[src/rtl/shift_seq_ctrl_pkg.sv]
// Shared encodings for the shift/rotate/load command sequencer.
package shift_seq_ctrl_pkg;

   localparam logic [2:0] OP_NOP  = 3'b000;
   localparam logic [2:0] OP_LOAD = 3'b001;
   localparam logic [2:0] OP_SHL  = 3'b010;
   localparam logic [2:0] OP_SHR  = 3'b011;
   localparam logic [2:0] OP_ROTL = 3'b100;
   localparam logic [2:0] OP_ROTR = 3'b101;

   localparam logic [1:0] MODE_SHIFT = 2'b00;
   localparam logic [1:0] MODE_ROT   = 2'b01;
   localparam logic [1:0] MODE_LOAD  = 2'b10;
   localparam logic [1:0] MODE_HOLD  = 2'b11;

   localparam logic DIR_L = 1'b0;
   localparam logic DIR_R = 1'b1;

   localparam logic [1:0] ST_IDLE = 2'd0;
   localparam logic [1:0] ST_RUN  = 2'd1;
   localparam logic [1:0] ST_FIN  = 2'd2;

endpackage

[src/rtl/shift_seq_ctrl_dec.sv]
// Combinational op decoder: register mode/direction plus command classification.
module shift_seq_dec
   import shift_seq_ctrl_pkg::*;
#(
   parameter int unsigned CNT_W = 4
) (
   input  logic [2:0]       op_i,
   input  logic [CNT_W-1:0] cnt_i,
   output logic [1:0]       mode_o,
   output logic             dir_o,
   output logic             uses_sin_o,
   output logic             zero_len_o,
   output logic             illegal_o
);

   // Decode op into control fields; unknown codes are illegal.
   always_comb begin
      mode_o     = MODE_HOLD;
      dir_o      = DIR_L;
      uses_sin_o = 1'b0;
      zero_len_o = 1'b0;
      illegal_o  = 1'b0;
      case (op_i)
         OP_NOP:  zero_len_o = 1'b1;
         OP_LOAD: mode_o = MODE_LOAD;
         OP_SHL: begin
            mode_o     = MODE_SHIFT;
            uses_sin_o = 1'b1;
            zero_len_o = (cnt_i == '0);
         end
         OP_SHR: begin
            mode_o     = MODE_SHIFT;
            dir_o      = DIR_R;
            uses_sin_o = 1'b1;
            zero_len_o = (cnt_i == '0);
         end
         OP_ROTL: begin
            mode_o     = MODE_ROT;
            zero_len_o = (cnt_i == '0);
         end
         OP_ROTR: begin
            mode_o     = MODE_ROT;
            dir_o      = DIR_R;
            zero_len_o = (cnt_i == '0);
         end
         default: illegal_o = 1'b1;
      endcase
   end

endmodule

[src/rtl/shift_seq_ctrl.sv]
// Command sequencer for the 4-bit shift/rotate/load register.
// Optional SHIFT_SEQ_CTRL_QUEUE_EN adds a one-entry command holding register.
module shift_seq_ctrl
   import shift_seq_ctrl_pkg::*;
#(
   parameter int unsigned CNT_W = 4
) (
   input  logic             clk,
   input  logic             reset,
   input  logic             cmd_valid,
   output logic             cmd_ready,
   input  logic [2:0]       cmd_op,
   input  logic [CNT_W-1:0] cmd_cnt,
   input  logic [3:0]       cmd_data,
   input  logic             sin_data,
   output logic             sin_req,
   output logic             reg_enb,
   output logic             reg_dir,
   output logic [1:0]       reg_mode,
   output logic [3:0]       reg_d,
   output logic             reg_sin,
   output logic             busy,
   output logic             done,
   output logic             cmd_err
);

   logic [1:0]       state_q, state_d;
   logic [CNT_W-1:0] cnt_q, cnt_d;
   logic             sin_q, sin_d;
   logic             enb_q, enb_d;
   logic             dir_q, dir_d;
   logic [1:0]       mode_q, mode_d;
   logic [3:0]       d_q, d_d;
   logic             busy_q, busy_d;
   logic             done_q, done_d;
   logic             err_q, err_d;

   logic             accept;
   logic             launch;
   logic [2:0]       l_op;
   logic [CNT_W-1:0] l_cnt;
   logic [3:0]       l_data;
   logic [1:0]       dec_mode;
   logic             dec_dir, dec_uses_sin, dec_zero_len, dec_illegal;
   logic             run_sin;

`ifdef SHIFT_SEQ_CTRL_QUEUE_EN
   logic             q_full_q, q_full_d;
   logic [2:0]       q_op_q, q_op_d;
   logic [CNT_W-1:0] q_cnt_q, q_cnt_d;
   logic [3:0]       q_data_q, q_data_d;

   // A queued command always has priority over the live input when launching.
   assign cmd_ready = !q_full_q;
   assign l_op      = q_full_q ? q_op_q   : cmd_op;
   assign l_cnt     = q_full_q ? q_cnt_q  : cmd_cnt;
   assign l_data    = q_full_q ? q_data_q : cmd_data;
`else
   assign cmd_ready = (state_q == ST_IDLE);
   assign l_op      = cmd_op;
   assign l_cnt     = cmd_cnt;
   assign l_data    = cmd_data;
`endif

   assign accept = cmd_valid && cmd_ready;

   shift_seq_dec #(.CNT_W(CNT_W)) u_dec (
      .op_i       (l_op),
      .cnt_i      (l_cnt),
      .mode_o     (dec_mode),
      .dir_o      (dec_dir),
      .uses_sin_o (dec_uses_sin),
      .zero_len_o (dec_zero_len),
      .illegal_o  (dec_illegal)
   );

   // Serial bits are consumed only while a shift op is running.
   assign run_sin = (state_q == ST_RUN) && sin_q;
   assign sin_req = run_sin;
   assign reg_sin = run_sin & sin_data;

   assign reg_enb  = enb_q;
   assign reg_dir  = dir_q;
   assign reg_mode = mode_q;
   assign reg_d    = d_q;
   assign busy     = busy_q;
   assign done     = done_q;
   assign cmd_err  = err_q;

   // Next-state and registered-output computation.
   always_comb begin
      state_d = state_q;
      cnt_d   = cnt_q;
      sin_d   = sin_q;
      dir_d   = dir_q;
      mode_d  = MODE_HOLD;
      d_d     = d_q;
      err_d   = err_q;
      launch  = 1'b0;
`ifdef SHIFT_SEQ_CTRL_QUEUE_EN
      q_full_d = q_full_q;
      q_op_d   = q_op_q;
      q_cnt_d  = q_cnt_q;
      q_data_d = q_data_q;
`endif
      case (state_q)
         ST_IDLE: launch = accept;
         ST_RUN: begin
            cnt_d = CNT_W'(cnt_q - CNT_W'(1));
            if (cnt_q == CNT_W'(1)) begin
               state_d = ST_FIN;
            end else begin
               mode_d = mode_q;
            end
`ifdef SHIFT_SEQ_CTRL_QUEUE_EN
            if (accept) begin
               q_full_d = 1'b1;
               q_op_d   = cmd_op;
               q_cnt_d  = cmd_cnt;
               q_data_d = cmd_data;
            end
`endif
         end
         ST_FIN: begin
            state_d = ST_IDLE;
`ifdef SHIFT_SEQ_CTRL_QUEUE_EN
            if (q_full_q) begin
               launch   = 1'b1;
               q_full_d = 1'b0;
            end else begin
               launch = accept;
            end
`endif
         end
         default: state_d = ST_IDLE;
      endcase

      if (launch) begin
         if (dec_illegal) begin
            err_d = 1'b1;
         end
         if (dec_illegal || dec_zero_len) begin
            state_d = ST_FIN;
         end else begin
            state_d = ST_RUN;
            cnt_d   = (l_op == OP_LOAD) ? CNT_W'(1) : l_cnt;
            mode_d  = dec_mode;
            dir_d   = dec_dir;
            sin_d   = dec_uses_sin;
            if (l_op == OP_LOAD) begin
               d_d = l_data;
            end
         end
      end

      enb_d  = (state_d == ST_RUN);
      busy_d = (state_d == ST_RUN);
      done_d = (state_d == ST_FIN);
   end

   // State and output registers; reset aborts any command in flight.
   always_ff @(posedge clk or posedge reset) begin
      if (reset) begin
         state_q <= ST_IDLE;
         cnt_q   <= '0;
         sin_q   <= 1'b0;
         enb_q   <= 1'b0;
         dir_q   <= DIR_L;
         mode_q  <= MODE_HOLD;
         d_q     <= 4'd0;
         busy_q  <= 1'b0;
         done_q  <= 1'b0;
         err_q   <= 1'b0;
      end else begin
         state_q <= state_d;
         cnt_q   <= cnt_d;
         sin_q   <= sin_d;
         enb_q   <= enb_d;
         dir_q   <= dir_d;
         mode_q  <= mode_d;
         d_q     <= d_d;
         busy_q  <= busy_d;
         done_q  <= done_d;
         err_q   <= err_d;
      end
   end

`ifdef SHIFT_SEQ_CTRL_QUEUE_EN
   // One-entry command holding register.
   always_ff @(posedge clk or posedge reset) begin
      if (reset) begin
         q_full_q <= 1'b0;
         q_op_q   <= OP_NOP;
         q_cnt_q  <= '0;
         q_data_q <= 4'd0;
      end else begin
         q_full_q <= q_full_d;
         q_op_q   <= q_op_d;
         q_cnt_q  <= q_cnt_d;
         q_data_q <= q_data_d;
      end
   end
`endif

endmodule

[config.mk]
export PLATFORM = sky130hd
export DESIGN_NAME = shift_seq_ctrl
export DESIGN_NICKNAME = d
export VERILOG_FILES = /design/src/rtl/shift_seq_ctrl_pkg.sv /design/src/rtl/shift_seq_ctrl_dec.sv /design/src/rtl/shift_seq_ctrl.sv
export SDC_FILE = /design/constraint.sdc
export NUM_CORES = 1
export LEC_CHECK = 0
export CAP_MARGIN = 15
export CORE_MARGIN = 2
export CORE_UTILIZATION = 44
export CTS_CLUSTER_SIZE = 40
export DETAILED_ROUTE_END_ITERATION = 10
export GPL_ROUTABILITY_DRIVEN = 0
export HOLD_SLACK_MARGIN = 0.02
export PLACE_DENSITY = 0.76
export SYNTH_ARGS = -nofsm -noshare
export SYNTH_HDL_FRONTEND = slang
export SYNTH_SLANG_ARGS = --single-unit
[constraint.sdc]
create_clock -name clk -period 2.3 [get_ports clk]
set_clock_uncertainty 0.2 [all_clocks]
set_input_delay 0.23 -clock clk [delete_from_list [all_inputs] [get_ports clk]]
set_output_delay 0.23 -clock clk [all_outputs]
set_load 0.005 [all_outputs]
== Word-level counts from Yosys, hierarchy flattened ==
Index checks and enable logic that the tools add are counted.
Operators by class
  equality and inequality tests: 9
  reductions and logical operators: 14
  bitwise operators: 3
  muxes and demuxes: 18
  add/subtract/negate cells: 1
Operators by type and width (count)
  $mux W4: 4
  $mux W2: 7
  $eq A3 B2 Y1 const B: 2
  $eq A3 B3 Y1 const B: 2
  $pmux W2 S3: 1
  $reduce_or A2 Y1: 3
  $reduce_or A6 Y1: 1
  $eq A2 B1 Y1 const B: 2
  $eq A4 B1 Y1 const B: 1
  $logic_not A4 Y1: 1
  $mux W1: 4
  $pmux W2 S2: 1
  $reduce_and A2 Y1: 2
  $reduce_or A4 Y1: 1
  $sub A4 B1 Y4 const B: 1
  $eq A3 B1 Y1 const B: 1
  $logic_not A3 Y1: 1
  $reduce_and A3 Y1: 1
  $eq A2 B2 Y1 const B: 1
  $logic_and A1 B1 Y1: 2
  $logic_not A2 Y1: 1
  $not A1 Y1: 2
  $pmux W1 S2: 1
  $and A1 B1 Y1: 1
  $logic_or A1 B1 Y1: 1
Storage, ports and cells
  input port bits: 15
  flip-flop bits (word level): 17
  logic and storage cells: 54
  output and inout port bits: 14

== Longest topological paths before layout ==
  word-level depth: 7
  gate-level depth with buffers: 6
  gate-level depth less buffers: 6

== Hierarchy ==
Synthesis repeated with hierarchy kept, for this count alone.
Unflattened totals
  cells, all modules: 74
  area total of the unflattened synthesis: 864.6 um^2
Modules (own cells, without submodules)
  shift_seq_ctrl: sequential area each 427.9 um^2, cells each 65, times used 1, area an instance 792.0 um^2
  shift_seq_dec: sequential area each 0.0 um^2, cells each 9, times used 1, area an instance 72.6 um^2

== Worst setup path after synthesis ==
No wires, ideal clock.
  path type: input-to-reg
  start point: input port cmd_cnt[0]
  end point: register sin_q
  arrival: 1.417 ns
  path buffers: 0
  cell stages on the path: 4
  data required time: 1.975 ns
  setup slack: 0.558 ns
  cells stage by stage: or4_4 o211ai_4 nor2_4 mux2_4
Between the ends
  cells in the longest elaborated chain, start to end: 5
RTL lines
  start, declared: RTL line shift_seq_ctrl.sv:13  | input logic [CNT_W-1:0] cmd_cnt,
  $logic_not A4 Y1
  $pmux W1 S2: RTL line shift_seq_ctrl_dec.sv:23  | case (op_i)
  $logic_or A1 B1 Y1: RTL line shift_seq_ctrl.sv:142  | if (dec_illegal || dec_zero_len) begin
  $not A1 Y1 (no source line)
  $reduce_and A2 Y1 (no source line)
  end signal, assigned: RTL line shift_seq_ctrl.sv:177  | sin_q <= sin_d;
  end, declared: RTL line shift_seq_ctrl.sv:29  | logic sin_q, sin_d;
No other way between the ends.
A chain may end at the register's enable or synchronous reset.

== Final worst setup path ==
  start point: register state_q[0]
  end point: output port reg_sin
Between the ends
  cells in the longest elaborated chain, start to end: 3
RTL lines
  start, declared: RTL line shift_seq_ctrl.sv:27  | logic [1:0] state_q, state_d;
  start signal, assigned: RTL line shift_seq_ctrl.sv:175  | state_q <= state_d;
  $eq A2 B1 Y1: RTL line shift_seq_ctrl.sv:78  | assign run_sin = (state_q == ST_RUN) && sin_q;
  $logic_and A1 B1 Y1: RTL line shift_seq_ctrl.sv:78
  $and A1 B1 Y1: RTL line shift_seq_ctrl.sv:80  | assign reg_sin = run_sin & sin_data;
  end, declared: RTL line shift_seq_ctrl.sv:21  | output logic reg_sin,
No other way between the ends.

==> impl_metrics.py <==
metrics = {
    "clock_network": {
        "clock_tree.htree_level_count": 1,
        "postCtsSetupRepairBufs": 0,
        "cts-root-to-sink-buffers": 2,
        "number_of_buffers_added_by_the_clock_tree_synthesis_step": 3,
        "tritoncts": "built",
        "clockRootBuffer": "sky130_fd_sc_hd__clkbuf_4",
        "numClockSinks": 17,
        "cts-resized-gates": 0,
        "hold_buffer_count_at_cts": 0,
        "clkSlewWorstSetupHoldPaths_ns": 0.10,
        "clkLatencyLatePin_ns": 0.30,
    },
    "synthesis": {
        "post-synth-top-area-fraction_pct": 42.0,
        "number_of_synthesized_flops_with_an_enable_pin": 0,
        "netlist_instances": 80,
        "synth_cell_types": 31,
        "synth.most_common_cell": "sky130_fd_sc_hd__dfrtp_1",
        "dominantRegCellSynth": "sky130_fd_sc_hd__dfrtp_1",
        "synth_common_cells": "15 x sky130_fd_sc_hd__dfrtp_1, 6 x sky130_fd_sc_hd__inv_1, 6 x sky130_fd_sc_hd__nor2_1",
        "async_reset_ff_share_pct": 100,
        "postSynthRegisterBits": 17,
        "mappedNetlistNets": 100,
        "seq_area_frac_synth_pct": 47.9,
        "synthesis.area_sq_um": 893,
        "cell_types_occupying_the_most_area_after_synthesis": "sky130_fd_sc_hd__dfrtp_1 42%, sky130_fd_sc_hd__ha_1 7.0%, sky130_fd_sc_hd__dfstp_2 5.9%",
        "post_synthesis_average_cell_area_sq_um": 11.2,
        "synth_top_cell_by_area": "sky130_fd_sc_hd__dfrtp_1",
        "ys_warn_count": 0,
    },
    "drt": {
        "detail_route.wirelength_um": 1870,
        "detail_route.drc_violations": 0,
        "detailedRoute.firstPassIterationCount": 4,
        "route.detailed.wl_per_inst_um": 13.1,
        "vias": 724,
        "detailedRoute.firstIterationViolations": 23,
        "route.detailed.vias_per_inst": 5.06,
        "antenna_violating_nets_post_route": 0,
    },
    "worst_setup_path": {
        "critPathKind": "flop to primary output",
        "critical_path_required_ns": 1.87,
        "cp-end-kind": "primary output",
        "worst_path_largest_cell_delay_ns": 0.50,
        "r2r_setup_slack_ns": 0.47,
        "timing.critical_path.fanout_max": 7,
        "crit_path_start_kind": "flop",
        "crit_chain": "nor2b_1 > and3_1 > clkdlybuf4s50_1",
        "critPathSlowestCell": "sky130_fd_sc_hd__clkdlybuf4s50_1",
        "worst-endpoint-arrival_ns": 1.69,
    },
    "pwr": {
        "p_leak_nw": 0.552,
        "total_switching_power_mw": 0.428,
        "irDropWorstVdd_mv": 0.565,
        "power.combinational.fraction_pct": 47.5,
        "p_per_area_nw_per_um2": 1020,
        "part_of_the_total_power_dissipated_in_the_clock_network_pct": 12.6,
        "switching_share_pct": 33.2,
        "p_int_mw": 0.863,
        "seq_power_share_pct": 40.0,
    },
    "placed_design": {
        "place.detailed.hpwl_um": 1540,
        "placedCellCount": 139,
        "portbufs": 28,
    },
    "global_route": {
        "initial_antenna_violation_count": 0,
        "grtUsageTotal_pct": 16.9,
        "wire_length_of_the_first_global_routing_pass_um": 3050,
        "grt-ovfl-total": 0,
        "grt_max_degree": 18,
        "number_of_global_route_vias_before_repair": 710,
    },
    "sta": {
        "setup_viol_count_final": 0,
        "grt_setup_unrepaired": "no",
        "fin_crit_ns": 2.12,
        "slew_hr_pct": 59.5,
        "max_clock_freq_mhz": 471,
        "worst_slew_pin_slew_ns": 0.607,
        "min_period_over_period_pct": 92.2,
        "hold_vio_cnt_final": 0,
        "sum_of_negative_setup_slack_ns": 0,
        "finalHoldWorstSlack_ns": 0.0887,
        "timing.final.max_slew_violations": 0,
    },
    "cells_and_area": {
        "post_route_cells_drive_above_1_share_pct": 20.7,
        "fin_cells": 143,
        "fill_cells": 175,
        "diodes": 0,
        "final_net_count": 137,
        "relative_area_change_from_synthesis_to_final_layout_pct": 41.6,
        "utilization_pct": 65.1,
    },
    "floorplan": {
        "floorplan.die.height_um": 49.1,
        "x_dimension_of_the_die_um": 49.1,
        "initial_core_util_pct": 46.0,
        "die_area_sq_um": 2410,
        "rows": 16,
        "io_pins": 29,
        "core-area_sq_um": 1940,
    },
    "run": {
        "max-cap-violations": 0,
    },
    "worst_hold_path": {
        "hold_path_class": "primary input to async pin",
    },
    "run_status": {
        "status": "completed",
    },
}
worst paths after layout:
check	end	cells past startpoint	start
worst max-delay path	reg_sin	3	state_q[0]
worst min-delay path	done	2	reset
worst max register to register	reg_d[0]	4	state_q[0]
worst min register to register	cmd_err	1	cmd_err
max in group asynchronous	reg_dir	2	reset
min in group clk	cmd_err	1	cmd_err
power groups by stage:
stage               Clock [mW]  Sequential [mW]  Combinational, mW
floorplan                    0            0.516              0.320
CTS                      0.165            0.518              0.620
detailed placement           0            0.525              0.616
finish                   0.162            0.516              0.613
global route             0.174            0.536              0.665
global placement             0            0.518              0.605
metrics by stage:
stage               setup WS (ns)  cell area (sq um)  total power, mW
CTS                         0.157               1260             1.30
global route               0.0857               1260             1.37
floorplan                   0.558                893            0.836
finish                      0.179               1260             1.29
global placement            0.121               1240             1.12
detailed placement         0.0862               1240             1.14
layer usage:
metal | global-route usage, % | vias to the layer above | share of wire, %
met5 | 0 | - | 0
met4 | 10.0 | 0 | 2.4
met3 | 4.60 | 4 | 5.8
met2 | 26.6 | 20 | 48
met1 | 20.7 | 346 | 44
li1 | - | 354 | -
sequential cells by signal, summed over array words and instances, names as in the netlist:
register / flops
sin_q: 1
reg_d: 4
cnt_q: 4
done: 1
reg_dir: 1
busy: 1
cmd_err: 1
reg_mode: 2
state_q: 2
area by class of cell:
class / instances / area (sq um) / share of cell area [%]
Tap cell: 27 / 33.8 / 2.67
Sequential cell: 17 / 428 / 33.8
Clock buffer: 3 / 22.5 / 1.78
Inverter: 6 / 22.5 / 1.78
Multi-Input combinational cell: 56 / 435 / 34.4
Timing Repair Buffer: 33 / 318 / 25.1
Clock inverter: 1 / 5.00 / 0.396
cells in the final DEF (no fill, tap or decap), types with 2 or more instances in the layout:
master	n
sky130_fd_sc_hd__clkdlybuf4s50_1	28
sky130_fd_sc_hd__dfrtp_1	15
sky130_fd_sc_hd__inv_1	6
sky130_fd_sc_hd__nor2_1	6
sky130_fd_sc_hd__nand2_1	5
sky130_fd_sc_hd__o21ai_0	5
sky130_fd_sc_hd__ha_1	5
sky130_fd_sc_hd__buf_4	5
sky130_fd_sc_hd__mux2_2	4
sky130_fd_sc_hd__nor3_1	3
sky130_fd_sc_hd__a21oi_1	3
sky130_fd_sc_hd__clkbuf_4	3
sky130_fd_sc_hd__xor2_1	2
sky130_fd_sc_hd__o2bb2ai_1	2
sky130_fd_sc_hd__xnor2_1	2
sky130_fd_sc_hd__o32a_2	2
sky130_fd_sc_hd__nor4_1	2
sky130_fd_sc_hd__dfstp_2	2
cells by family (layout without fill, tap and decap cells):
| kind of cell | Yosys count | in the layout | share of synthesized area (%) |
|---|---|---|---|
| DFF | 17 | 17 | 47.9 |
| xor gates and xnor gates | 4 | 4 | 3.92 |
| AOI/OAI and AO/OA | 17 | 17 | 14.7 |
| muxes | 5 | 5 | 6.72 |
| and+or+nand+nor | 25 | 25 | 16.4 |
| buffers and inverters | 7 | 43 | 3.36 |
| adders and majority gates | 5 | 5 | 7.00 |
critical path, delay by kind of cell (launching register included):
kind	cells	cell delay, ns
flops	1	0.46
buf+inv	1	0.50
simple gates	2	0.44
(Power assumes the default switching activity.)
